--- src/rtl/sram_wr_sched.sv ---
// Purpose : write-port scheduler for the shared 128-bit activation SRAM (unshuffle port A, conv port B).
// Latency : SRAM address/data/bytemask are registered, one cycle after the valid&ready transfer.
// Backpres: a_ready/b_ready are combinational and one-hot-or-zero; both are low when en=0 or rst=1.
//
// Ports:
//   clk, rst               clock, synchronous active-high reset
//   en, clear              scheduler enable (freezes FSM/beat/counters when low), zero both write counters
//   a_valid/a_ready        unshuffle pixel request: a_x, a_y (pixel coordinates), a_pix (pixel value)
//   b_valid/b_ready        conv request: b_addr, b_data, b_full (all 16 bytes), b_lane (4-byte group)
//   sram_addr/sram_wdata   registered SRAM write address and data
//   sram_bytemask          registered active-low byte enables (bit k covers wdata[8k+7:8k])
//   wr_cnt_a/wr_cnt_b      writes actually issued per port (wrapping)
//   busy                   a grant is held
//
// Build option: define SRAM_WR_SCHED_RR_EN to resolve ties round-robin instead of always favouring port B.

module sram_wr_sched #(
  parameter int LAYER1_WIDTH  = 14,
  parameter int LAYER1_HEIGHT = 14,
  parameter int ADDR_W        = 10,
  parameter int BURST_MAX     = 4,
  parameter int CNT_W         = 10
) (
  input  logic              clk,
  input  logic              rst,
  input  logic              en,
  input  logic              clear,
  input  logic              a_valid,
  output logic              a_ready,
  input  logic [4:0]        a_x,
  input  logic [4:0]        a_y,
  input  logic [7:0]        a_pix,
  input  logic              b_valid,
  output logic              b_ready,
  input  logic [ADDR_W-1:0] b_addr,
  input  logic [127:0]      b_data,
  input  logic              b_full,
  input  logic [1:0]        b_lane,
  output logic [ADDR_W-1:0] sram_addr,
  output logic [127:0]      sram_wdata,
  output logic [15:0]       sram_bytemask,
  output logic [CNT_W-1:0]  wr_cnt_a,
  output logic [CNT_W-1:0]  wr_cnt_b,
  output logic              busy
);

  // Each SRAM word holds a 4x4 pixel tile; this many tiles span one image row band.
  localparam int WORDS_X = (LAYER1_WIDTH + 3) >> 2;
  localparam int BEAT_W  = $clog2(BURST_MAX + 1);
  localparam logic [BEAT_W-1:0] BEAT_MAX = BEAT_W'(BURST_MAX);

  typedef enum logic [1:0] {IDLE, GNT_A, GNT_B} state_t;

  state_t            state, state_nxt;
  logic [BEAT_W-1:0] beat, beat_nxt;
  logic              grant_a, grant_b;
  logic              burst_left;

`ifdef SRAM_WR_SCHED_RR_EN
  logic              last_b;  // 1 = port B was served most recently
`endif

  // Port A mapping
  logic [ADDR_W-1:0] a_word;
  logic [3:0]        a_off;
  logic [3:0]        a_lane;
  logic              a_in_range;
  logic [15:0]       a_mask;
  logic [127:0]      a_wdata;

  // Port B mapping
  logic [15:0]       b_mask;

  // Position of a pixel inside its 4x4 tile -> interleaved byte order used by the conv datapath.
  function automatic logic [3:0] tile_order(input logic [3:0] off);
    logic [3:0] r;
    case (off)
      4'd0:  r = 4'd0;
      4'd1:  r = 4'd4;
      4'd2:  r = 4'd1;
      4'd3:  r = 4'd5;
      4'd4:  r = 4'd8;
      4'd5:  r = 4'd12;
      4'd6:  r = 4'd9;
      4'd7:  r = 4'd13;
      4'd8:  r = 4'd2;
      4'd9:  r = 4'd6;
      4'd10: r = 4'd3;
      4'd11: r = 4'd7;
      4'd12: r = 4'd10;
      4'd13: r = 4'd14;
      4'd14: r = 4'd11;
      default: r = 4'd15;
    endcase
    return r;
  endfunction

  always_comb begin
    a_word     = ADDR_W'(a_y[4:2]) * ADDR_W'(WORDS_X) + ADDR_W'(a_x[4:2]);
    a_off      = {a_y[1:0], a_x[1:0]};
    a_lane     = 4'd15 - tile_order(a_off);
    a_in_range = (int'(a_x) < LAYER1_WIDTH) && (int'(a_y) < LAYER1_HEIGHT);
    // Out-of-image pixels are consumed but never written.
    a_mask     = a_in_range ? ~(16'h0001 << a_lane) : 16'hFFFF;
    a_wdata    = 128'(a_pix) << {a_lane, 3'b000};
  end

  always_comb begin
    b_mask = 16'hFFFF;
    if (b_full) begin
      b_mask = 16'h0000;
    end else begin
      case (b_lane)
        2'd0:    b_mask = 16'h0FFF;
        2'd1:    b_mask = 16'hF0FF;
        2'd2:    b_mask = 16'hFF0F;
        default: b_mask = 16'hFFF0;
      endcase
    end
  end

  // Owner selection. Beat count saturates at BURST_MAX: once exhausted the owner only
  // keeps the port if the other side is idle, so counting further carries no information.
  always_comb begin
    state_nxt  = state;
    beat_nxt   = beat;
    grant_a    = 1'b0;
    grant_b    = 1'b0;
    burst_left = (beat < BEAT_MAX);

    if (en && !rst) begin
      if (state == GNT_A && a_valid && burst_left) begin
        grant_a = 1'b1;
      end else if (state == GNT_B && b_valid && burst_left) begin
        grant_b = 1'b1;
      end else if (a_valid && b_valid) begin
        // Both valid while holding a grant can only mean the owner's burst ran out.
        if (state == GNT_A) begin
          grant_b = 1'b1;
        end else if (state == GNT_B) begin
          grant_a = 1'b1;
        end else begin
`ifdef SRAM_WR_SCHED_RR_EN
          if (last_b) grant_a = 1'b1;
          else        grant_b = 1'b1;
`else
          grant_b = 1'b1;
`endif
        end
      end else if (a_valid) begin
        grant_a = 1'b1;
      end else if (b_valid) begin
        grant_b = 1'b1;
      end

      if (grant_a)      state_nxt = GNT_A;
      else if (grant_b) state_nxt = GNT_B;
      else              state_nxt = IDLE;

      if (state_nxt == IDLE)       beat_nxt = '0;
      else if (state_nxt != state) beat_nxt = BEAT_W'(1);
      else if (burst_left)         beat_nxt = beat + BEAT_W'(1);
    end
  end

  assign a_ready = grant_a;
  assign b_ready = grant_b;
  assign busy    = (state != IDLE);

  always_ff @(posedge clk) begin
    if (rst) begin
      state         <= IDLE;
      beat          <= '0;
      sram_addr     <= '0;
      sram_wdata    <= '0;
      sram_bytemask <= 16'hFFFF;
      wr_cnt_a      <= '0;
      wr_cnt_b      <= '0;
`ifdef SRAM_WR_SCHED_RR_EN
      last_b        <= 1'b1;
`endif
    end else begin
      if (en) begin
        state <= state_nxt;
        beat  <= beat_nxt;
`ifdef SRAM_WR_SCHED_RR_EN
        if (grant_a)      last_b <= 1'b0;
        else if (grant_b) last_b <= 1'b1;
`endif
      end

      if (grant_a) begin
        sram_addr     <= a_word;
        sram_wdata    <= a_wdata;
        sram_bytemask <= a_mask;
      end else if (grant_b) begin
        sram_addr     <= b_addr;
        sram_wdata    <= b_data;
        sram_bytemask <= b_mask;
      end else begin
        sram_bytemask <= 16'hFFFF;
      end

      if (clear)                      wr_cnt_a <= '0;
      else if (grant_a && a_in_range) wr_cnt_a <= wr_cnt_a + CNT_W'(1);

      if (clear)        wr_cnt_b <= '0;
      else if (grant_b) wr_cnt_b <= wr_cnt_b + CNT_W'(1);
    end
  end

endmodule

--- config.mk ---
export PLATFORM = sky130hd
export DESIGN_NAME = sram_wr_sched
export DESIGN_NICKNAME = d
export VERILOG_FILES = /design/src/rtl/sram_wr_sched.sv
export SDC_FILE = /design/constraint.sdc
export NUM_CORES = 1
export LEC_CHECK = 0
export BUFFER_PORTS_ARGS = -buffer_cell sky130_fd_sc_hd__buf_4
export CAP_MARGIN = 20
export CORE_ASPECT_RATIO = 0.75
export CORE_UTILIZATION = 25
export CTS_BUF_LIST = sky130_fd_sc_hd__clkbuf_8
export DETAILED_ROUTE_END_ITERATION = 6
export PLACE_DENSITY = 0.47
export SLEW_MARGIN = 20
export SYNTH_ARGS = -nofsm -noshare
export SYNTH_HDL_FRONTEND = slang
export SYNTH_SLANG_ARGS = --single-unit
--- constraint.sdc ---
create_clock -name clk -period 2.3 [get_ports clk]
set_clock_uncertainty 0.05 [all_clocks]
set_input_delay 0.345 -clock clk [delete_from_list [all_inputs] [get_ports clk]]
set_output_delay 0.345 -clock clk [all_outputs]
set_load 0.02 [all_outputs]
==> results of run 1 <==
worst paths after layout:
kind	to	slack [ps]
setup / recovery	a_ready	100
hold / removal	sram_wdata[6]	50
setup reg to reg	sram_wdata[11]	240
hold reg to reg	sram_wdata[76]	430
what timing repair did:
item,4_1_cts,5_1_grt
cloned,0,0
hold endpoints to repair,8,0
endpoints found under the setup margin,2,1
pin swaps,1,2
resized for setup,3,10
hold buffers,8,0
buffers inserted,1,8
final cells by class:
type | instances | area share
repair buffers | 412 | 0.2881
multi-input cells | 548 | 0.3137
inverters | 10 | 0.003741
clock buffers | 20 | 0.02421
clock inverters | 12 | 0.01144
well taps | 392 | 0.04313
flip-flops and latches | 179 | 0.3157
state kept, by name (all words and copies together) (netlist names):
register       flops
beat               3
wr_cnt_b          10
sram_bytemask     16
sram_addr         10
state              2
sram_wdata       128
wr_cnt_a          10
cells in the mapped netlist, types with 2 or more instances:
cell,n
dfxtp_1,179
o21ai_0,116
a32oi_1,105
a21oi_1,69
nand2_1,58
clkbuf_1,43
buf_2,28
nand3_1,26
a31oi_1,17
nor2_1,15
and3_1,12
o31ai_1,12
inv_1,9
or4_1,9
a21o_1,8
nand2b_1,7
nor2b_1,7
or3_1,6
a221o_1,5
buf_4,5
ha_1,5
mux2i_1,5
nand4_1,5
a22o_1,4
a2bb2oi_1,4
and2_1,4
nor3_1,4
nor4_1,4
a31o_2,3
o21a_1,3
o31a_1,3
o41ai_1,3
or2_2,3
and3b_1,2
and4_1,2
buf_1,2
nand3b_1,2
nor4b_1,2
o21ai_1,2
o311ai_2,2
xor2_1,2
metrics by stage:
stage | worst slack, ps | power, mW | util | setup TNS, ps | hold WS, ps
after floorplan | 416.1 | 3.988 | - | 0 | 404.8
final | 101.3 | 6.998 | 0.3887 | 0 | 50.02
after global routing | -14.32 | 7.278 | 0.3887 | -14.32 | 17.05
after detailed placement | 116.7 | 4.733 | 0.3687 | 0 | 405.9
after global placement | 92.17 | 4.731 | 0.3687 | 0 | 399.7
after CTS | 28.53 | 7.066 | 0.3859 | 0 | 3.737
metal layers:
layer	vias up	share of wire	wire length, µm	global-route usage
li1	3869	-	-	-
met1	3965	0.47	16160	0.2956
met2	258	0.45	15380	0.3297
met3	23	0.067	2309	0.05945
met4	2	0.011	371	0.05038
met5	-	0.00038	13	0
power breakdown:
group,total [mW],internal [mW],switching (mW)
clock network,2.32,1.06,1.26
logic,1.33,0.600,0.727
registers,3.35,3.26,0.0930
total,7.00,4.92,2.08
cell families after synthesis:
group                    Yosys count  share of synthesized area
AO/OA/AOI/OAI                    364                     0.3291
XOR/XNOR                           2                   0.002343
adder cells (fa/ha/maj)            5                   0.008365
buffers and inverters             89                    0.05287
flip-flops                       179                     0.4792
multiplexers                       5                   0.006693
AND/OR/NAND/NOR                  172                     0.1215
worst max-delay path: cells and delay by family (launching register included):
kind	cells	cell delay [ps]
and+or+nand+nor	1	230
DFF	1	380
AOI/OAI and AO/OA	1	310
buffers and inverters	3	420
==> flow_metrics.py, run 1 <==
metrics = {
    "run_status": {
        "status": "complete, no violations",
    },
    "sta": {
        "slew_headroom": 0.4528,
        "worstMarginPinSlew_ps": 820.0,
        "drv_slew": 0,
        "finalSetupViolCount": 0,
        "max_freq_mhz": 454.8,
        "post-route-period-util": 0.9559,
        "period_needed_ps": 2199,
        "hold_viol_final": 0,
    },
    "run": {
        "drv_cap": 0,
    },
    "logic_synthesis": {
        "yosys_most_used_dff": "dfxtp_1",
        "yosys_register_bits": 179,
        "yosys-top-cells-area": "dfxtp_1, a32oi_1, o21ai_0",
        "post-synth-top-area-cell": "dfxtp_1",
        "mappedNetlistNets": 986,
        "synthArstFlopShare": 0,
        "ys_seq_area_frac": 0.4792,
        "ys_types": 55,
        "syn_area_per_cell_um2": 9.165,
        "ys.warnings.count": 0,
        "synth_edf_count": 0,
        "synth_cells": 816,
        "synth_top_area_frac": 0.4792,
        "synth_area_mm2": 0.007478,
    },
    "floorplan": {
        "start_util": 0.2556,
        "fp.dieH_um": 151.8,
        "pin_count": 342,
        "die_w_um": 201.7,
        "die_area_mm2": 0.03062,
        "core_area_mm2": 0.02926,
        "rows": 54,
    },
    "layout": {
        "multiInputGateArea_mm2": 0.003567,
        "final_cells": 1573,
        "layout_commonest_cell": "buf_4",
        "finalNetCount": 1338,
        "fill_cells": 3047,
        "final_area_mm2": 0.01137,
        "regArea_mm2": 0.003590,
        "drive_above_1_share": 0.3878,
        "area_growth_pct": 52.05,
        "n_antenna_cell": 0,
        "final_cell_mix": "buf_4, dfxtp_1, o21ai_0",
    },
    "place": {
        "gp_congestion": 0.7810,
        "dp_hpwl_um": 24940,
        "placed_area_mm2": 0.01079,
        "io_buffer_count": 341,
        "dp.cells": 1524,
    },
    "setup_path": {
        "start_kind": "flop",
        "critPathRequiredTime_ps": 1900,
        "worstPathCellList": "buf_6 > and3b_2 > o31ai_4 > clkinv_4 > buf_6",
        "cp_common_cell": "buf_6",
        "r2r-start": "state[0]",
        "crit_slowest_cell": "dfxtp_4",
        "worst_setup_path_end_kind": "output port",
        "worst-endpoint-arrival_ps": 1800,
        "crit_start": "state[0]",
        "path_class": "reg -> out",
        "ff2ff_path_depth": 9,
        "slowest_delay_ps": 380,
        "crit_path_max_fanout": 6,
    },
    "detailed_routing": {
        "wirelength_um": 34230,
        "via_per_inst": 5.160,
        "route.detailed.drc": 0,
        "dr_total_vias": 8117,
        "drt-initial-drc-count": 448,
        "detail-route-antenna-nets": 0,
        "first_pass_iters": 5,
        "routedWlPerCell_um": 21.76,
    },
    "clocking": {
        "cts.sinks": 179,
        "clock_path_buffers": 2,
        "numCtsBuffers": 17,
        "clkLatencyLatePin_ps": 470,
        "htree_num_levels": 4,
        "cts_tree": "yes",
        "clockRootBuffer": "clkbuf_8",
        "clk_pin_slew_ps": 110,
    },
    "power_and_ir_drop": {
        "power_density_mw_per_mm2": 615.5,
        "p_leak_nw": 4.754,
        "worst_ir_drop_vdd_mv": 0.3224,
    },
    "global_route": {
        "grt_overflow_total": 0,
        "grt_pass1_wl_um": 49360,
        "antenna_found_initial": 2,
        "grt_pass1_vias": 7772,
        "grt_start_max_net_pins": 63,
        "grt_usage": 0.2142,
    },
    "min_path": {
        "min_path_cells": 2,
        "holdCritStartpoint": "b_data[6]",
        "min_path_type": "in -> reg",
    },
}
No activity file was read; power rests on OpenSTA's default activity.
==> run 2: changes to the inputs <==
ABC_AREA = 1   (was default)
PLACE_DENSITY = 0.46   (was 0.47)
clock period = 2.8 ns   (was 2.3 ns; I/O delays follow)
==> run 2 against run 1 <==
Clock power shrank 25%. Synthesized cell count rose by 39%. Area after synthesis grew 12%.
==> flow_metrics.py, run 2 <==
metrics = {
    "run": {
        "drv_cap": 0,
    },
    "detailed_routing": {
        "dr_total_vias": 9482,
        "wirelength_um": 38250,
        "first_pass_iters": 5,
        "detail-route-antenna-nets": 0,
        "drt-initial-drc-count": 851,
        "route.detailed.drc": 0,
        "via_per_inst": 5.060,
        "routedWlPerCell_um": 20.41,
    },
    "clocking": {
        "cts_tree": "yes",
        "post-cts-setup-buffers": 0,
        "clk_pin_slew_ps": 100,
        "cts_resized": 0,
        "htree_num_levels": 4,
        "clockRootBuffer": "clkbuf_8",
        "numCtsBuffers": 17,
        "cts.sinks": 179,
        "clock_path_buffers": 2,
        "clkLatencyLatePin_ps": 490,
        "ctsHoldBuffers": 0,
    },
    "layout": {
        "largestRegisters": "sram_wdata (128), sram_bytemask (16)",
        "area_growth_pct": 39.99,
        "final_cells": 1874,
        "fill_cells": 3485,
        "final_cell_mix": "buf_4, dfxtp_1, nand3_1",
        "max_flop_register": "sram_wdata",
        "n_antenna_cell": 0,
        "finalNetCount": 1589,
        "largest_register_ffs": 128,
        "drive_above_1_share": 0.2926,
        "layout_commonest_cell": "buf_4",
    },
    "global_route": {
        "grt_start_max_net_pins": 101,
        "grt_pass1_vias": 9104,
        "grt_usage": 0.2183,
        "use_met1": 0.3179,
        "busiest_layer": "met2",
        "grt_pass1_wl_um": 56390,
        "use_met2": 0.3247,
        "met3_usage": 0.05723,
        "antenna_found_initial": 0,
        "grt_overflow_total": 0,
    },
    "min_path": {
        "holdCritStartpoint": "rst",
        "min_path_type": "in -> reg",
        "hold_end": "beat[0]",
        "min_path_cells": 2,
    },
    "setup_path": {
        "crit_slowest_cell": "dfxtp_1",
        "worst-endpoint-arrival_ps": 1860,
        "start_kind": "flop",
        "critPathRequiredTime_ps": 2330,
        "worstPathCellList": "inv_2 > nor2_1 > nand2_2 > nand3_4 > nand2_4 > inv_2 > buf_4",
        "slowest_delay_ps": 430,
        "worst_setup_path_end_kind": "output port",
        "path_class": "reg -> out",
        "r2r_setup_slack_ps": 590,
        "ff2ff_path_depth": 11,
        "cp_common_cell": "inv_2",
        "r2r-end": "beat[1]",
        "r2r-start": "state[1]",
        "crit_path_max_fanout": 14,
    },
    "logic_synthesis": {
        "ys_top_cells_by_count": "dfxtp_1, nand3_1, o21ai_1, o21ai_0, nand2_1",
        "yosys-top-cells-area": "dfxtp_1, nand3_1, o21ai_1",
        "syn_area_per_cell_um2": 7.348,
        "synth_area_mm2": 0.008340,
        "synth_edf_count": 0,
        "yosys_most_used_dff": "dfxtp_1",
        "ys.warnings.count": 0,
        "ys_types": 38,
        "synth_top_area_frac": 0.4296,
        "yosys_register_bits": 179,
        "synth_cells": 1135,
        "yosysMostFrequentCell": "dfxtp_1",
        "mappedNetlistNets": 1305,
        "synthArstFlopShare": 0,
        "ys_seq_area_frac": 0.4296,
        "post-synth-top-area-cell": "dfxtp_1",
    },
    "sta": {
        "worstMarginPinSlew_ps": 835.1,
        "fin_tns_setup_ps": 0,
        "post-route-period-util": 0.8304,
        "hold_viol_final": 0,
        "max_freq_mhz": 430.1,
        "drv_slew": 0,
        "slew_headroom": 0.4432,
        "period_needed_ps": 2325,
        "rsz0062_at_grt": "no",
        "finalSetupViolCount": 0,
    },
    "power_and_ir_drop": {
        "seqPwrFrac": 0.472,
        "switching_share": 0.3325,
        "worst_ir_drop_vdd_mv": 0.3236,
        "power_frac_comb": 0.245,
        "power_density_mw_per_mm2": 522.9,
        "p_leak_nw": 4.940,
        "clockPowerShare": 0.283,
        "p_int_mw": 4.076,
        "p_sw_mw": 2.030,
    },
    "floorplan": {
        "start_util": 0.2559,
        "fp.dieH_um": 160.2,
        "rows": 57,
        "core_area_mm2": 0.03259,
        "pin_count": 342,
        "die_area_mm2": 0.03410,
        "die_w_um": 212.9,
    },
    "run_status": {
        "status": "complete, no violations",
    },
    "place": {
        "dp.cells": 1842,
        "gp_congestion": 0.8204,
        "io_buffer_count": 341,
        "dp_hpwl_um": 26260,
    },
}
==> run 2: per-stage QoR <==
stage          hold WS (ps)  instance area (µm²)  power [mW]  setup slack (ps)  utilization
3_5_place_dp          418.7                11310       4.442             582.0       0.3471
6_report              102.6                11680       6.106             475.0       0.3582
3_3_place_gp          411.8                11310       4.442             542.8       0.3471
5_1_grt               68.37                11680       6.415             322.4       0.3582
4_1_cts               67.32                11680       6.177             428.2       0.3582
2_1_floorplan         400.5                 8341       3.657              1056            -
==> run 2: routing by layer <==
metal  part of all wire  up-vias
met2               0.43      350
met5                  0        -
li1                   -     4584
met4             0.0073        0
met3              0.079       15
met1               0.48     4533
==> run 2: cell type report <==
class                           instances  area (µm²)  area share
Clock inverter                         10       60.06    0.005144
Multi-Input combinational cell        801        4103      0.3514
Timing Repair Buffer                  371        2885      0.2471
Sequential cell                       179        3583      0.3069
Inverter                               49       188.9     0.01618
Tap cell                              442       553.0     0.04736
Clock buffer                           22       302.8     0.02593
==> run 2: cells by family (layout without fill, tap and decap cells) <==
kind of cell,count (synthesis),count (layout),share of synthesized area
AOI/OAI and AO/OA,404,404,0.2609
xor gates and xnor gates,9,9,0.009450
adders and majority gates,5,5,0.007501
buffers and inverters,155,452,0.07996
DFF,179,179,0.4296
and+or+nand+nor,383,383,0.2126
==> run 2: power by group through the flow <==
stage / Combinational (mW) / Sequential (mW) / Clock, mW
floorplan: 0.493 / 3.16 / 0
global placement: 1.50 / 2.94 / 0
detailed placement: 1.50 / 2.94 / 0
CTS: 1.51 / 2.88 / 1.79
global route: 1.61 / 2.91 / 1.90
finish: 1.50 / 2.88 / 1.73
==> run 2: worst max-delay path by stage <==
stage                         from       to  slack (ps)
after CTS                 state[1]  a_ready         430
after floorplan            a_valid  a_ready        1060
after global routing      state[1]  a_ready         320
after global placement     b_valid  beat[1]         540
after detailed placement   a_valid  beat[1]         580
final                     state[1]  a_ready         470
==> run 2: critical path, delay by kind of cell (launching register included) <==
family / cells / cell delay, ps
flops: 1 / 430
simple gates: 4 / 400
buf+inv: 3 / 550
